<file path="src/rtl/adder_pkg.sv">
// Shared helpers for the pipelined adder: stage-count calculation and the flag bundle
// carried by the final stage when PIPE_ADDER_FLAGS_EN is defined.
package adder_pkg;

  function automatic int chunk_count(input int width, input int chunk);
    return (chunk > 0) ? (width / chunk) : 1;
  endfunction

  typedef struct packed {
    logic ovf;
    logic zero;
    logic neg;
  } flags_t;

endpackage

</file>
<file path="src/rtl/adder_chunk.sv">
// Combinational CHUNK-bit adder slice: {cout, sum} = a + b + cin.
module adder_chunk #(
  parameter int CHUNK = 8
) (
  input  logic [CHUNK-1:0] a,
  input  logic [CHUNK-1:0] b,
  input  logic             cin,
  output logic [CHUNK-1:0] sum,
  output logic             cout
);

  assign {cout, sum} = {1'b0, a} + {1'b0, b} + {{CHUNK{1'b0}}, cin};

endmodule

</file>
<file path="src/rtl/pipelined_adder.sv">
// Pipelined carry-chain adder/subtractor, one CHUNK-bit slice per stage, global valid/ready stall.
// Optional ovf/zero/neg flag ports are built when PIPE_ADDER_FLAGS_EN is defined.
module pipelined_adder
  import adder_pkg::*;
#(
  parameter int WIDTH = 32,
  parameter int CHUNK = 8
) (
  input  logic             clk,
  input  logic             rst_n,
  input  logic             in_valid,
  output logic             in_ready,
  input  logic [WIDTH-1:0] a,
  input  logic [WIDTH-1:0] b,
  input  logic             cin,
  input  logic             sub,
  output logic             out_valid,
  input  logic             out_ready,
  output logic [WIDTH-1:0] sum,
  output logic             cout
`ifdef PIPE_ADDER_FLAGS_EN
  ,
  output logic             ovf,
  output logic             zero,
  output logic             neg
`endif
);

  localparam int STAGES = chunk_count(WIDTH, CHUNK);

  if ((CHUNK <= 0) || (WIDTH % CHUNK != 0)) begin : g_bad_chunk
    $error("pipelined_adder: WIDTH (%0d) must be a multiple of CHUNK (%0d)", WIDTH, CHUNK);
  end

  // Every stage carries the full-width operands; stage k fills psum[k*CHUNK +: CHUNK].
  typedef struct packed {
    logic             valid;
    logic             carry;
    logic [WIDTH-1:0] psum;
    logic [WIDTH-1:0] pa;
    logic [WIDTH-1:0] pb;
  } stage_t;

  stage_t stg_p [STAGES];
  logic   adv;

  // A held result at the output freezes the whole pipe; bubbles are not squeezed out.
  assign adv      = !(stg_p[STAGES-1].valid && !out_ready);
  assign in_ready = adv;

`ifdef PIPE_ADDER_FLAGS_EN
  flags_t flags_p;
`endif

  for (genvar k = 0; k < STAGES; k++) begin : g_stage
    stage_t           src;
    stage_t           nxt;
    logic [CHUNK-1:0] cs;
    logic             co;

    // Stage boundary: stage 0 folds subtraction into b' = ~b with carry-in forced to 1.
    if (k == 0) begin : g_head
      always_comb begin
        src       = '0;
        src.valid = in_valid;
        src.carry = sub ? 1'b1 : cin;
        src.pa    = a;
        src.pb    = sub ? ~b : b;
      end
    end else begin : g_body
      assign src = stg_p[k-1];
    end

    adder_chunk #(.CHUNK(CHUNK)) u_chunk (
      .a    (src.pa[k*CHUNK +: CHUNK]),
      .b    (src.pb[k*CHUNK +: CHUNK]),
      .cin  (src.carry),
      .sum  (cs),
      .cout (co)
    );

    always_comb begin
      nxt                          = src;
      nxt.carry                    = co;
      nxt.psum[k*CHUNK +: CHUNK]   = cs;
    end

    always_ff @(posedge clk or negedge rst_n) begin
      if (!rst_n) begin
        stg_p[k] <= '0;
      end else if (adv) begin
        stg_p[k] <= nxt;
      end
    end

`ifdef PIPE_ADDER_FLAGS_EN
    if (k == STAGES-1) begin : g_flags
      flags_t flg_nxt;

      // Carry into the MSB is recovered from the MSB operand bits and the MSB sum bit.
      always_comb begin
        flg_nxt.ovf  = (src.pa[WIDTH-1] ^ src.pb[WIDTH-1] ^ cs[CHUNK-1]) ^ co;
        flg_nxt.zero = (nxt.psum == '0);
        flg_nxt.neg  = nxt.psum[WIDTH-1];
      end

      always_ff @(posedge clk or negedge rst_n) begin
        if (!rst_n) begin
          flags_p <= '0;
        end else if (adv) begin
          flags_p <= flg_nxt;
        end
      end
    end
`endif
  end

  assign out_valid = stg_p[STAGES-1].valid;
  assign sum       = stg_p[STAGES-1].psum;
  assign cout      = stg_p[STAGES-1].carry;

`ifdef PIPE_ADDER_FLAGS_EN
  assign ovf  = flags_p.ovf;
  assign zero = flags_p.zero;
  assign neg  = flags_p.neg;
`endif

endmodule

</file>
<file path="config.mk">
export PLATFORM = sky130hd
export DESIGN_NAME = pipelined_adder
export DESIGN_NICKNAME = d
export VERILOG_FILES = /design/src/rtl/adder_pkg.sv /design/src/rtl/adder_chunk.sv /design/src/rtl/pipelined_adder.sv
export SDC_FILE = /design/constraint.sdc
export NUM_CORES = 1
export LEC_CHECK = 0
export CAP_MARGIN = 20
export CORE_AREA = 3 3 127 129
export CTS_BUF_LIST = sky130_fd_sc_hd__clkbuf_16
export DETAILED_ROUTE_END_ITERATION = 10
export DIE_AREA = 0 0 130 132
export PLACE_DENSITY_LB_ADDON = 0.12
export SYNTH_ARGS = -nofsm -noshare
export SYNTH_HDL_FRONTEND = slang
export SYNTH_SLANG_ARGS = --single-unit
</file>
<file path="constraint.sdc">
create_clock -name clk -period 2.9 [get_ports clk]
set_input_delay 0.58 -clock clk [delete_from_list [all_inputs] [get_ports clk]]
set_output_delay 0.58 -clock clk [all_outputs]
set_load 0.05 [all_outputs]
</file>
==> reports/metrics.yaml <==
synth:
  yosys_warnings: 0
  synthAdderAreaFrac: 0.0612
  syn_avg_cell_area_um2: 9.12
  synth_compound_gate_area_share: 0.0776
  synth_top_family_by_area: "simple AND/OR/NAND/NOR gates"
  synthArstFlopShare: 1.00
  syn_inst: 914
  synth_nets: 1020
  synth_edf_count: 0
  muxShareOfSynthArea: 0
  ys_types: 31
  synth_top_flop_cell: "dfrtp_1"
  synth_simple_gate_area_frac: 0.225
  ys_seq_elements: 184
  synthXorXnorAreaFrac: 0.0504
  synth.yosys.seq_area_share: 0.552
  syn_area_mm2: 0.00834
final_layout:
  layout-area-overhead-vs-synth_pct: 20.8
  fin_cells: 1204
  antenna_cells: 0
  n_fill_cell: 1301
  drive_gt1_frac: 0.0472
  nNetsFinal: 1109
  utilization: 0.665
  final_area_mm2: 0.0101
timing:
  setup_viol: 0
  fmax_mhz: 403
  maxSlewHeadroom: 0.622
  skew_ps: 8.66
  fin_crit_sh: 0.856
  worst_pin_slew_ps: 565
  fin_setup_tns_ps: 0
  hold_viol_final: 0
  maxSlewViolCount: 0
  rsz0062_at_grt: "no"
  layout_min_cycle_time_ps: 2480
routing:
  drt_iter0_markers: 290
  wl_per_cell_um: 13.0
  routed_wl_um: 15700
  via_per_inst: 4.96
  route.detailed.drc: 0
  drtPass1Iterations: 4
  antenna_left: 0
  vias: 5974
global_routing:
  grt_max_degree: 119
  antenna_found_initial: 0
  first_global_vias: 5598
  grt_pass1_wl_um: 26800
  grt_usage: 0.194
  globalRouteOverflowTotal: 0
power:
  pwr_density_cell_mw_per_mm2: 1120
  p_total_w: 0.0113
  p_leak_nw: 4.89
  max-vdd-ir-drop_mv: 0.564
placement:
  placed_area_mm2: 0.00953
  gp_congestion: 0.870
  dp_hpwl_um: 10200
  io_buffers: 104
  dp.cells: 1172
floorplanning:
  fp.dieH_um: 132
  ioPinCount: 105
  start_util: 0.551
  die-area_mm2: 0.0172
  coreArea_mm2: 0.0151
  fp.dieW_um: 130
  fp-row-count: 45
critical_path:
  path_class: "input port to register"
  required_ps: 3210
  critPathMostFrequentCell: "fa_1"
  path_delay_family: "adder cells"
  worstPathCellList: "clkdlybuf4s50_1 > or2_2 > fa_1 > fa_1 > a21oi_2 > o211ai_1 > a21oi_1 > xor2_1 > o21ai_1"
  crit_path_max_incr_delay_ps: 420
  crit_arrival_ps: 2790
  worst_setup_path_start_kind: "input port"
  cp-end-kind: "register"
  critical_path.n_buffers_inverters: 1
  cp_slowest_cell: "fa_1"
  crit_fanout: 2
clocking:
  cts_max_level: 4
  numCtsBuffers: 17
  clock_latency_ps: 430
  clk_pin_slew_worst_paths_ps: 60
  cts_buffer_depth: 2
  cts_hold_buffers: 0
  cts.sinks: 184
  cts_tree: "yes"
  cts-root-buf: "clkbuf_16"
  cts_resized: 0
  post_cts_buffers: 0
outcome:
  outcome: "complete, no violations"
hold_path:
  hp-class: "input port to async pin"
run:
  maxCapViolCount: 0
[layout make-up]
type,instances,area (um^2),area share
clock inverters,15,119,0.0118
repair buffers,115,1210,0.120
flip-flops and latches,184,4600,0.457
well taps,188,235,0.0233
clock buffers,17,425,0.0422
inverters,6,25.0,0.00248
multi-input cells,679,3460,0.343
[cells by family after synthesis]
kind of cell	Yosys count
AOI/OAI and AO/OA	109
xor gates and xnor gates	48
adders and majority gates	36
buffers and inverters	51
DFF	184
and+or+nand+nor	486
[state kept, by name, summed over array words and instances, names as in the netlist]
| signal | cells |
|---|---|
| g_stage.nxt | 147 |
| sum | 32 |
| g_stage.src | 3 |
| cout | 1 |
| out_valid | 1 |
[power breakdown]
group	internal, W	switching [W]	leakage [nW]
Clock	0.00124	0.000930	0.278
Sequential	0.00371	0.000639	2.23
Combinational	0.00186	0.00293	2.39
[cell usage in the layout, fill, tap and decap left out, types with 2 or more instances in the layout]
cell type and count:
nand2_1 448, dfrtp_1 184, clkdlybuf4s50_1 101, o21ai_0 38
xnor2_1 28, ha_1 28, o21ai_1 25, xor2_1 20
clkbuf_16 17, nor3_1 15, a21oi_1 13, nor2_1 10
fa_1 8, inv_1 7, buf_12 7, o211ai_1 6
clkinv_1 6, a31oi_1 5, buf_4 5, a211oi_2 4
o21bai_1 4, nor2b_1 4, a21o_1 4, a211oi_1 4
nand2b_1 4, clkinv_2 4, a21oi_2 3, or3_1 3
bufinv_16 2
[per-layer routing]
| layer | track usage | routed length (um) | vias up |
|---|---|---|---|
| met5 | 0 | 0 | - |
| met4 | 0.0629 | 291 | 0 |
| met3 | 0.0470 | 543 | 25 |
| met2 | 0.296 | 7190 | 96 |
| met1 | 0.275 | 7630 | 2762 |
| li1 | - | - | 3091 |
[worst register-to-register path: cells and delay by family, from the launching register on]
kind | cells | cell delay, ps
AOI/OAI and AO/OA | 5 | 870
adders and majority gates | 2 | 930
DFF | 1 | 410
[synth_stat cells (6+ instances only)]
| master | count | area (um^2) |
|---|---|---|
| a21oi_1 | 13 | 65.1 |
| buf_2 | 27 | 135 |
| buf_4 | 13 | 97.6 |
| dfrtp_1 | 184 | 4600 |
| fa_1 | 8 | 160 |
| ha_1 | 28 | 350 |
| nand2_1 | 448 | 1680 |
| nor2_1 | 10 | 37.5 |
| nor3_1 | 15 | 75.1 |
| o211ai_1 | 6 | 45.0 |
| o21ai_0 | 38 | 190 |
| o21ai_1 | 25 | 125 |
| xnor2_1 | 28 | 245 |
| xor2_1 | 20 | 175 |
[final timing paths]
kind,startpoint,endpoint,slack (ps),depth (start not counted)
setup reg to reg,g_stage[1].nxt[8],g_stage[2].src[96],570,7
setup / recovery,cin,g_stage[1].nxt[70],420,9
hold reg to reg,sum[11],sum[11],460,2
hold / removal,rst_n,sum[9],90,1
max in group asynchronous,rst_n,g_stage[1].nxt[47],2100,2
min in group clk,sum[11],sum[11],460,2
[stage by stage]
| step | hold WS (ps) | setup WS (ps) |
|---|---|---|
| floorplan | 284 | 20.4 |
| global placement | 445 | -18.9 |
| detailed placement | 455 | -40.8 |
| CTS | 97.9 | 413 |
| global route | 107 | 252 |
| finish | 92.5 | 419 |
Power figures use the tool's default switching activity.
